$ cat src/rtl/bcd_display_mux_if.sv
// rtl/bcd_display_mux_if.sv - value/select inputs and seven-segment outputs of the BCD display back end
//
// Purpose: groups the operand, select and display signals of bcd_display_mux
// into one bundle so the producer side and the display side share a single port.
//
// Signals:
//   number_1  [13:0]  unsigned binary value A
//   number_2  [13:0]  unsigned binary value B
//   sel               0 = show number_1, 1 = show number_2
//   an        [3:0]   digit enables, active-low, an[0] = ones digit
//   seg       [6:0]   segments {g,f,e,d,c,b,a}, active-low
//   dp                decimal point, active-low (overflow flag)
//
// Modports:
//   master  drives the values and select, observes the display
//   slave   the display back end itself
interface bcd_display_mux_if;
  logic [13:0] number_1;
  logic [13:0] number_2;
  logic        sel;
  logic [3:0]  an;
  logic [6:0]  seg;
  logic        dp;

  modport master (
    output number_1,
    output number_2,
    output sel,
    input  an,
    input  seg,
    input  dp
  );

  modport slave (
    input  number_1,
    input  number_2,
    input  sel,
    output an,
    output seg,
    output dp
  );
endinterface

$ cat src/rtl/bcd_display_mux.sv
// rtl/bcd_display_mux.sv - select, binary-to-BCD convert and scan a 4-digit seven-segment display
//
// Purpose: picks number_1 or number_2, clamps it to 9999, converts it to four
// BCD digits with a sequential double-dabble engine (1 LOAD + 14 SHIFT +
// 1 COMMIT cycles) and time-multiplexes the digits onto a common-anode
// display. A clamped value lights the decimal point on the ones digit.
//
// Parameters:
//   REFRESH_DIV  clk cycles per digit slot (>= 16, so a conversion always
//                fits inside one frame)
//
// Ports:
//   clk    system clock, rising edge
//   rst_n  asynchronous active-low reset
//   disp   bcd_display_mux_if.slave: number_1, number_2, sel in; an, seg, dp out
//
// Optional feature macro:
//   BCD_LZ_BLANK_EN  when defined, leading zero digits 3..1 are blanked;
//                    digit 0 is always shown.
module bcd_display_mux #(
  parameter int REFRESH_DIV = 50000
) (
  input  logic              clk,
  input  logic              rst_n,
  bcd_display_mux_if.slave  disp
);

  localparam int DIV_W = (REFRESH_DIV > 1) ? $clog2(REFRESH_DIV) : 1;
  localparam logic [13:0] MAX_VAL = 14'd9999;

  typedef enum logic [1:0] {
    IDLE   = 2'd0,
    LOAD   = 2'd1,
    SHIFT  = 2'd2,
    COMMIT = 2'd3
  } state_t;

  state_t state, state_nxt;

  logic [DIV_W-1:0] div_cnt;
  logic             tick;
  logic [1:0]       idx;
  logic             start_pend;

  logic [13:0]      raw;
  logic [13:0]      v;
  logic [15:0]      bcd;
  logic [15:0]      bcd_adj;
  logic             ovf;
  logic [3:0]       bit_cnt;
  logic [15:0]      bcd_q;
  logic             ovf_q;

  logic [3:0]       nib;
  logic             blank;
  logic [6:0]       seg_dec;

  logic [3:0]       an_q;
  logic [6:0]       seg_q;
  logic             dp_q;

  // ---------------------------------------------------------------------
  // Refresh divider and digit index
  // ---------------------------------------------------------------------
  assign tick = (div_cnt == DIV_W'(REFRESH_DIV - 1));

  always_ff @(posedge clk or negedge rst_n) begin
    if (!rst_n) begin
      div_cnt <= '0;
      idx     <= 2'd0;
    end else if (tick) begin
      div_cnt <= '0;
      idx     <= idx + 2'd1;
    end else begin
      div_cnt <= div_cnt + DIV_W'(1);
    end
  end

  // A frame ends on the tick of digit 3; the request is held until LOAD
  // consumes it. Setting wins over clearing so a request that lands in the
  // LOAD cycle itself is not dropped.
  always_ff @(posedge clk or negedge rst_n) begin
    if (!rst_n) begin
      start_pend <= 1'b1;
    end else if (tick && (idx == 2'd3)) begin
      start_pend <= 1'b1;
    end else if (state == LOAD) begin
      start_pend <= 1'b0;
    end
  end

  // ---------------------------------------------------------------------
  // Converter FSM
  // ---------------------------------------------------------------------
  always_ff @(posedge clk or negedge rst_n) begin
    if (!rst_n) begin
      state <= IDLE;
    end else begin
      state <= state_nxt;
    end
  end

  always_comb begin
    state_nxt = state;
    case (state)
      IDLE:    if (start_pend) state_nxt = LOAD;
      LOAD:    state_nxt = SHIFT;
      SHIFT:   if (bit_cnt == 4'd0) state_nxt = COMMIT;
      COMMIT:  state_nxt = IDLE;
      default: state_nxt = IDLE;
    endcase
  end

  // ---------------------------------------------------------------------
  // Double-dabble datapath
  // ---------------------------------------------------------------------
  assign raw = disp.sel ? disp.number_2 : disp.number_1;

  // Pre-shift correction: any nibble >= 5 would become >= 10 after the
  // shift, so adding 3 first makes the carry land in the next digit.
  always_comb begin
    bcd_adj = bcd;
    for (int i = 0; i < 4; i++) begin
      if (bcd[4*i +: 4] >= 4'd5) begin
        bcd_adj[4*i +: 4] = bcd[4*i +: 4] + 4'd3;
      end
    end
  end

  always_ff @(posedge clk or negedge rst_n) begin
    if (!rst_n) begin
      v       <= '0;
      bcd     <= '0;
      ovf     <= 1'b0;
      bit_cnt <= '0;
      bcd_q   <= '0;
      ovf_q   <= 1'b0;
    end else begin
      case (state)
        LOAD: begin
          v       <= (raw > MAX_VAL) ? MAX_VAL : raw;
          ovf     <= (raw > MAX_VAL);
          bcd     <= '0;
          bit_cnt <= 4'd13;
        end
        SHIFT: begin
          {bcd, v} <= {bcd_adj, v} << 1;
          bit_cnt  <= bit_cnt - 4'd1;
        end
        COMMIT: begin
          bcd_q <= bcd;
          ovf_q <= ovf;
        end
        default: ;
      endcase
    end
  end

  // ---------------------------------------------------------------------
  // Scan output stage
  // ---------------------------------------------------------------------
  always_comb begin
    nib = 4'd0;
    case (idx)
      2'd0: nib = bcd_q[3:0];
      2'd1: nib = bcd_q[7:4];
      2'd2: nib = bcd_q[11:8];
      2'd3: nib = bcd_q[15:12];
      default: nib = 4'd0;
    endcase
  end

  always_comb begin
    blank = 1'b0;
`ifdef BCD_LZ_BLANK_EN
    // A digit is a leading zero when it and every more significant digit
    // are zero; the ones digit is never blanked so 0 still reads "0".
    case (idx)
      2'd3:    blank = (bcd_q[15:12] == 4'd0);
      2'd2:    blank = (bcd_q[15:8] == 8'd0);
      2'd1:    blank = (bcd_q[15:4] == 12'd0);
      default: blank = 1'b0;
    endcase
`else
    blank = 1'b0;
`endif
  end

  always_comb begin
    seg_dec = 7'b1111111;
    case (nib)
      4'd0:    seg_dec = 7'b1000000;
      4'd1:    seg_dec = 7'b1111001;
      4'd2:    seg_dec = 7'b0100100;
      4'd3:    seg_dec = 7'b0110000;
      4'd4:    seg_dec = 7'b0011001;
      4'd5:    seg_dec = 7'b0010010;
      4'd6:    seg_dec = 7'b0000010;
      4'd7:    seg_dec = 7'b1111000;
      4'd8:    seg_dec = 7'b0000000;
      4'd9:    seg_dec = 7'b0010000;
      default: seg_dec = 7'b1111111;
    endcase
  end

  // The display register loads only on a tick, so the outputs remain blank
  // after reset until the first slot boundary, and each digit then holds
  // for exactly REFRESH_DIV cycles.
  always_ff @(posedge clk or negedge rst_n) begin
    if (!rst_n) begin
      an_q  <= 4'b1111;
      seg_q <= 7'b1111111;
      dp_q  <= 1'b1;
    end else if (tick) begin
      an_q  <= ~(4'b0001 << idx);
      seg_q <= blank ? 7'b1111111 : seg_dec;
      dp_q  <= ~((idx == 2'd0) && ovf_q);
    end
  end

  assign disp.an  = an_q;
  assign disp.seg = seg_q;
  assign disp.dp  = dp_q;

endmodule

$ cat src/flat_wrapper.sv
// flat-port wrapper written by rule: the top's interface ports become plain ports
module bcd_display_mux_flat 
#(
  parameter int REFRESH_DIV = 50000
)
  (clk, rst_n, disp_number_1, disp_number_2, disp_sel, disp_an, disp_seg, disp_dp);
  bcd_display_mux_if disp_i ();
  input  logic clk;
  input  logic rst_n;
  input wire logic [$bits(disp_i.number_1)-1:0] disp_number_1;
  input wire logic [$bits(disp_i.number_2)-1:0] disp_number_2;
  input wire logic [$bits(disp_i.sel)-1:0] disp_sel;
  output wire logic [$bits(disp_i.an)-1:0] disp_an;
  output wire logic [$bits(disp_i.seg)-1:0] disp_seg;
  output wire logic [$bits(disp_i.dp)-1:0] disp_dp;
  assign disp_i.number_1 = disp_number_1;
  assign disp_i.number_2 = disp_number_2;
  assign disp_i.sel = disp_sel;
  assign disp_an = disp_i.an;
  assign disp_seg = disp_i.seg;
  assign disp_dp = disp_i.dp;
  bcd_display_mux #(.REFRESH_DIV(REFRESH_DIV)) u_core (.clk(clk), .rst_n(rst_n), .disp(disp_i));
endmodule
$ cat config.mk
export PLATFORM = sky130hd
export DESIGN_NAME = bcd_display_mux_flat
export DESIGN_NICKNAME = d
export VERILOG_FILES = /design/src/rtl/bcd_display_mux_if.sv /design/src/rtl/bcd_display_mux.sv /design/src/flat_wrapper.sv
export SDC_FILE = /design/constraint.sdc
export NUM_CORES = 1
export LEC_CHECK = 0
export ABC_AREA = 1
export ABC_CLOCK_PERIOD_IN_PS = 3800
export BUFFER_PORTS_ARGS = -buffer_cell sky130_fd_sc_hd__buf_4
export CORE_ASPECT_RATIO = 2
export CORE_UTILIZATION = 64
export DETAILED_ROUTE_END_ITERATION = 7
export PLACE_DENSITY = 0.92
export SLEW_MARGIN = 15
export SYNTH_ARGS = -nofsm -noshare
export SYNTH_HDL_FRONTEND = slang
export SYNTH_SLANG_ARGS = --single-unit
$ cat constraint.sdc
create_clock -name clk -period 3.8 [get_ports clk]
set_clock_uncertainty 0.05 [all_clocks]
set_input_delay 0.19 -clock clk [delete_from_list [all_inputs] [get_ports clk]]
set_output_delay 0.19 -clock clk [all_outputs]
set_load 0.05 [all_outputs]
==> flow_summary.toml, run 1 <==
[yosys]
yosysUniqueCellTypes = 37
ys_ff_latch = 85
synthCells = 585
avgSynthCellArea_um2 = 7.85
synth_area_leaders = "dfrtp_1 (39%), nand2_1 (12%), dfstp_2 (7.4%), inv_1 (7.1%), ha_1 (6.3%)"
async_flop_share_pct = 100
synth_area_leader_cell = "dfrtp_1"
synth_top_area_share_pct = 39.2
synth_edf_count = 0
ys.warnings.count = 0
syn-cell-area_mm2 = 0.00459
synth_top_flop_cell = "dfrtp_1"
synthTopCellsByCount = "nand2_1 (148), inv_1 (87), dfrtp_1 (72)"
synth.most_common_cell = "nand2_1"
syn_nets = 639
synth_seq_area_share_pct = 46.7

[timing]
max_freq_mhz = 425
fin_setup_tns_ns = 0
rsz0062_at_grt = "no"
hold_slack_ns = -0.0354
slew_headroom_pct = 30.8
period_minus_slack_ns = 2.35
fin_crit_sh_pct = 61.9
setup_viol_count_final = 0
worstMarginPinSlew_ns = 1.04
finalMaxSlewViolations = 0
hold_violations = 12
fin_ws_ns = 1.45

[setup_path]
cp-start-kind = "register"
critPathMaxFanout = 29
rr_endpoint = "u_core.v[13]$_DFFE_PN0P_"
critPathMaxStageDelay_ns = 0.54
path_cells = "inv_1 -> ha_1 -> buf_4 -> inv_1 -> nor2_1 -> inv_1 -> o221ai_1"
crit_path_end = "u_core.v[13]$_DFFE_PN0P_"
crit_required_ns = 4.00
end_kind = "register"
crit_top_cell = "inv_1"
r2r_cells = 7
cp_slowest_cell = "nor2_1"
reg2reg_slack_ns = 1.45
crit_start = "u_core.state[0]$_DFFE_PN0P_"
crit_type = "register to register"
crit_arrival_ns = 2.55
reg2reg_from = "u_core.state[0]$_DFFE_PN0P_"

[clock_network]
clkLatencyLatePin_ns = 0.34
numCtsBuffers = 9
h-tree-depth = 3
post_cts_buffers = 0
cts_tree = "yes"
holdBufCountCts = 0
numClockSinks = 85
clk_path_buf_depth = 2
cts_resized = 0
clk_pin_slew_ns = 0.06
cts_root_buf = "clkbuf_16"

[final_layout]
drive_above_1_share_pct = 12.9
n_antenna_cell = 0
final_cells = 718
area_growth_pct = 14.1
final_util_pct = 75.5
nets = 677
fin_area_mm2 = 0.00524

[floorplanning]
coreArea_mm2 = 0.00694
rows = 43
start_util_pct = 66.1
io_pins = 43
fp.dieW_um = 61.9
die_area_mm2 = 0.00754
fp.dieH_um = 122

[routing]
wl_per_cell_um = 14.4
wirelength_um = 10300
post-route-drc-count = 0
routed_via_density = 5.62
drt_iter0_drc = 407
dr_total_vias = 4036
ant_nets = 0
drt_pre_antenna_iters = 5

[power_and_ir_drop]
leakage_nw = 2.74
p_switching_uw = 374
switching_share_pct = 20.2
combPwrFrac_pct = 3.8
total_power_mw = 1.85
max-vdd-ir-drop_v = 0.000232
p_clk_share_pct = 47.4
power_frac_seq_pct = 48.8
p_int_mw = 1.48
p_per_area_mw_per_mm2 = 354

[job]
maxCapViolations = 0

[run_status]
run_status = "finished, violations left"
violations = "hold timing"

[placed_design]
post_dp_cell_area_mm2 = 0.00493
dp_hpwl_um = 7120
dpl.cell_count = 702
dp_slack_ns = 1.46
gp_congestion = 0.865
io_buffers = 42

[global_routing]
antenna_found_initial = 0
grt-ovfl-total = 0
grtUsageTotal_pct = 31.9
grt_pass1_vias = 3884
grt_max_degree = 86
grt_pass1_wl_um = 17400

[min_path]
min_path_type = "primary input to async pin"
worst max-delay path: cells and delay by family, from the launching register on:
kind / cells / cell delay [ns]
compound gates: 1 / 0.20
fa+ha+maj: 1 / 0.29
buf+inv: 4 / 0.80
flops: 1 / 0.39
simple gates: 1 / 0.54
per-layer routing:
layer  wire length [µm]  share of wire [%]  GRT usage, %
met1               3590                 35          32.1
met2               5750                 56          54.0
met3                496                4.8          11.0
met4                480                4.7          19.0
met5                  0                  0             0
flip-flops by register name, indices dropped and copies added, names as in the netlist:
signal and cells:
u_core.disp.an 4, u_core.ovf_q 1, u_core.bcd_q 16, u_core.bcd 16, u_core.ovf 1, u_core.idx 2
u_core.div_cnt 16, u_core.disp.seg 7, u_core.v 14, u_core.state 2, u_core.disp.dp 1, u_core.start_pend 1
u_core.bit_cnt 4
cell type report:
type                    count  area (µm²)
clock inverters             3        43.8
well taps                  90         113
inverters                  90         340
clock buffers              13         260
fillers                   461        1700
flip-flops and latches     85        2140
multi-input cells         393        2010
repair buffers             44         330
power groups by stage:
stage	Clock, mW	Combinational (mW)	Sequential (mW)
5_1_grt	0.925	0.0807	0.905
6_report	0.879	0.0698	0.906
2_1_floorplan	0	0.0316	0.922
4_1_cts	0.889	0.0712	0.906
3_5_place_dp	0	0.0712	0.922
3_3_place_gp	0	0.0696	0.922
worst min-delay path by stage:
| stage | from | endpoint | slack [ns] | depth (start not counted) |
|---|---|---|---|---|
| global placement | u_core.ovf_q$_DFFE_PN0N_ | u_core.disp.dp$_DFFE_PN1N_ | 0.35 | 1 |
| global route | rst_n | u_core.div_cnt[15]$_DFF_PN0_ | 0.05 | 1 |
| finish | rst_n | u_core.div_cnt[11]$_DFF_PN0_ | -0.04 | 1 |
| floorplan | rst_n | u_core.bcd[0]$_DFFE_PN0P_ | -0.16 | 0 |
| detailed placement | u_core.ovf_q$_DFFE_PN0N_ | u_core.disp.dp$_DFFE_PN1N_ | 0.35 | 1 |
| CTS | rst_n | u_core.div_cnt[12]$_DFF_PN0_ | 0.01 | 1 |
cell families after synthesis:
group | count (synthesis) | share of synthesized area [%]
AOI/OAI and AO/OA | 109 | 13.0
xor gates and xnor gates | 10 | 1.91
adders and majority gates | 23 | 6.27
buffers and inverters | 107 | 9.57
DFF | 85 | 46.7
muxes | 2 | 0.463
and+or+nand+nor | 249 | 22.1
cells in the final DEF (no fill, tap or decap), drive strengths merged:
master / netlist / layout
o21bai: 2 / 2
clkbuf: 8 / 13
nand2: 149 / 149
xnor2: 1 / 1
dfstp: 13 / 13
o22ai: 11 / 11
nand4: 6 / 6
ha: 23 / 23
nand3: 22 / 22
nor4: 1 / 1
buf: 9 / 44
dfrtp: 72 / 72
bufinv: 0 / 1
inv: 89 / 89
o21a: 1 / 1
o221ai: 1 / 1
xor2: 9 / 9
clkinv: 1 / 3
o21ai: 47 / 47
or2: 2 / 2
a21oi: 41 / 41
mux2i: 1 / 1
nand3b: 2 / 2
nor3: 7 / 7
nor2: 59 / 59
nor3b: 1 / 1
o211ai: 3 / 3
mux2: 1 / 1
a21boi: 3 / 3
Note: power is estimated with default switching activity, not from simulation.
==> run 2: changes to the inputs <==
ABC_AREA = 0   (was 1)
ABC_CLOCK_PERIOD_IN_PS = 2100   (was 3800)
CORE_UTILIZATION = 54   (was 64)
PLACE_DENSITY = 0.84   (was 0.92)
clock period = 2.1 ns   (was 3.8 ns; I/O delays follow)
==> flow_summary.toml, run 2 <==
[run_status]
run_status = "completed"

[yosys]
synth_area_leaders = "dfrtp_1 (40%), dfstp_2 (7.6%), ha_1 (6.4%), mux2_2 (4.8%), inv_1 (3.3%)"
yosysUniqueCellTypes = 53
ys.warnings.count = 0
synth.most_common_cell = "dfrtp_1"
async_flop_share_pct = 100
syn-cell-area_mm2 = 0.00447
synth_top_flop_cell = "dfrtp_1"
synth_top_area_share_pct = 40.3
synth_area_leader_cell = "dfrtp_1"
synth_seq_area_share_pct = 48.0
synthCells = 437
synthTopCellsByCount = "dfrtp_1 (72), inv_1 (39), nand2_1 (33)"
syn_nets = 491
ys_ff_latch = 85
synth_edf_count = 0
avgSynthCellArea_um2 = 10.2

[floorplanning]
rows = 46
fp.dieW_um = 66.3
coreArea_mm2 = 0.00794
io_pins = 43
die_area_mm2 = 0.00866
start_util_pct = 56.2
fp.dieH_um = 131

[final_layout]
area_growth_pct = 21.4
layout_commonest_cell = "dfrtp_1"
multi_input_area_mm2 = 0.00216
nets = 545
drive_above_1_share_pct = 27.2
fill_cells = 581
register_area_mm2 = 0.00215
final_util_pct = 68.2
reg_top3 = "u_core.bcd: 16 flops, u_core.bcd_q: 16 flops, u_core.div_cnt: 16 flops"
mostFrequentLayoutCells = "dfrtp_1 (70), buf_4 (59), inv_1 (36)"
n_antenna_cell = 0

[power_and_ir_drop]
total_power_mw = 3.58
p_int_mw = 2.86
p_switching_uw = 721
switching_share_pct = 20.1
p_per_area_mw_per_mm2 = 662
power_frac_seq_pct = 45.7
p_clk_share_pct = 50.6
max-vdd-ir-drop_v = 0.000566
leakage_nw = 2.46
combPwrFrac_pct = 3.7

[timing]
worstMarginPinSlew_ns = 0.465
rsz0062_at_grt = "yes"
fin_crit_sh_pct = 99.3
finalMaxSlewViolations = 0
period_minus_slack_ns = 2.09
max_freq_mhz = 480
setup_viol_count_final = 0
fin_ws_ns = 0.0146
slew_headroom_pct = 68.9
hold_violations = 0

[setup_path]
crit_required_ns = 2.34
end_kind = "register"
critPathMaxStageDelay_ns = 0.43
crit_top_cell = "ha_4"
crit_arrival_ns = 2.32
crit_type = "register to register"
cp-start-kind = "register"
cp_slowest_cell = "dfrtp_2"
path_cells = "inv_2 -> ha_4 -> a222oi_1 -> buf_4 -> mux2i_4 -> ha_4 -> buf_6 -> a221oi_2 -> a21o_1"
critPathMaxFanout = 4
r2r_cells = 9

[placed_design]
io_buffers = 42
dp_slack_ns = -0.00170
dp_hpwl_um = 6710
gp_congestion = 0.817

[global_routing]
grt-ovfl-total = 0
grt_max_degree = 57
antenna_found_initial = 0
grt_pass1_vias = 3523
grt_pass1_wl_um = 16000
grtUsageTotal_pct = 24.6

[clock_network]
cts_tree = "yes"
clk_path_buf_depth = 2
cts_root_buf = "clkbuf_16"
h-tree-depth = 3
clk_pin_slew_ns = 0.06
clkLatencyLatePin_ns = 0.34
numCtsBuffers = 9
numClockSinks = 85

[routing]
post-route-drc-count = 0
wirelength_um = 9620
dr_total_vias = 3480
routed_via_density = 5.88
drt_pre_antenna_iters = 5
ant_nets = 0
wl_per_cell_um = 16.3
drt_iter0_drc = 173

[min_path]
min_path_type = "primary input to register"
min_delay_path_depth = 3

[job]
maxCapViolations = 0
## run 2: layout make-up
type | instances | area share (%)
Timing Repair Buffer | 63 | 9.31
Clock buffer | 10 | 4.23
Sequential cell | 85 | 39.6
Inverter | 39 | 2.75
Tap cell | 96 | 2.22
Clock inverter | 6 | 2.05
Multi-Input combinational cell | 293 | 39.9
## run 2: what timing repair did
action	in CTS	in global routing
hold buffers	1	0
endpoints found under the setup margin	2	6
gates resized for setup	3	21
setup buffers	0	1
pin swaps	1	7
hold endpoints to repair	29	0
## run 2: layer usage
metal / wire length (µm) / part of all wire [%] / track usage [%]
met1: 3550 / 37 / 25.1
met2: 5500 / 57 / 46.5
met3: 296 / 3.1 / 4.43
met4: 276 / 2.9 / 11.6
met5: 0 / 0 / 0
## run 2: cells by family (layout without fill, tap and decap cells)
logic type                 Yosys count  in the layout  share of synthesized area (%)
AOI/OAI and AO/OA                  105            105                           15.2
xor gates and xnor gates            22             22                           4.31
DFF                                 85             85                           48.0
buffers and inverters               59            118                           5.69
adders and majority gates           23             23                           6.44
muxes                               29             29                           7.14
and+or+nand+nor                    114            114                           13.3
## run 2: worst max-delay path: cells and delay by family (launching register included)
kind,cells,cell delay (ns)
adders and majority gates,2,0.36
DFF,1,0.43
muxes,1,0.09
AOI/OAI and AO/OA,3,0.70
buffers and inverters,3,0.38
## run 2: final timing paths
| kind | start | endpoint | slack [ns] |
|---|---|---|---|
| worst min-delay path | disp_number_2[3] | u_core.v[3]$_DFFE_PN0P_ | 0.04 |
| worst max register to register | u_core.idx[0]$_DFFE_PN0N_ | u_core.disp.seg[4]$_DFFE_PN1N_ | 0.01 |
| max in group asynchronous | rst_n | u_core.disp.seg[5]$_DFFE_PN1N_ | 1.15 |
| min in group asynchronous | rst_n | u_core.div_cnt[11]$_DFF_PN0_ | 0.18 |
| worst min register to register | u_core.disp.seg[6]$_DFFE_PN1N_ | u_core.disp.seg[6]$_DFFE_PN1N_ | 0.41 |
| worst max-delay path | u_core.idx[0]$_DFFE_PN0N_ | u_core.disp.seg[4]$_DFFE_PN1N_ | 0.01 |
## run 2: through the flow
step	std cells	TNS, ns	area (µm²)	hold WS, ns
finish	592	0	5420	0.0407
floorplan	437	0	4470	-0.241
global route	592	-0.277	5420	0.0700
CTS	591	0	5320	0.0324
global placement	574	0	4960	0.00357
detailed placement	574	-0.00267	4960	0.0114
## run 2: power by group through the flow
stage                     sequential (mW)  clock, mW  combinational [mW]
final                                1.64       1.81               0.131
after global placement               1.67          0               0.129
after detailed placement             1.67          0               0.132
after floorplan                      1.67          0              0.0455
after global routing                 1.64       1.90               0.148
after CTS                            1.64       1.82               0.134
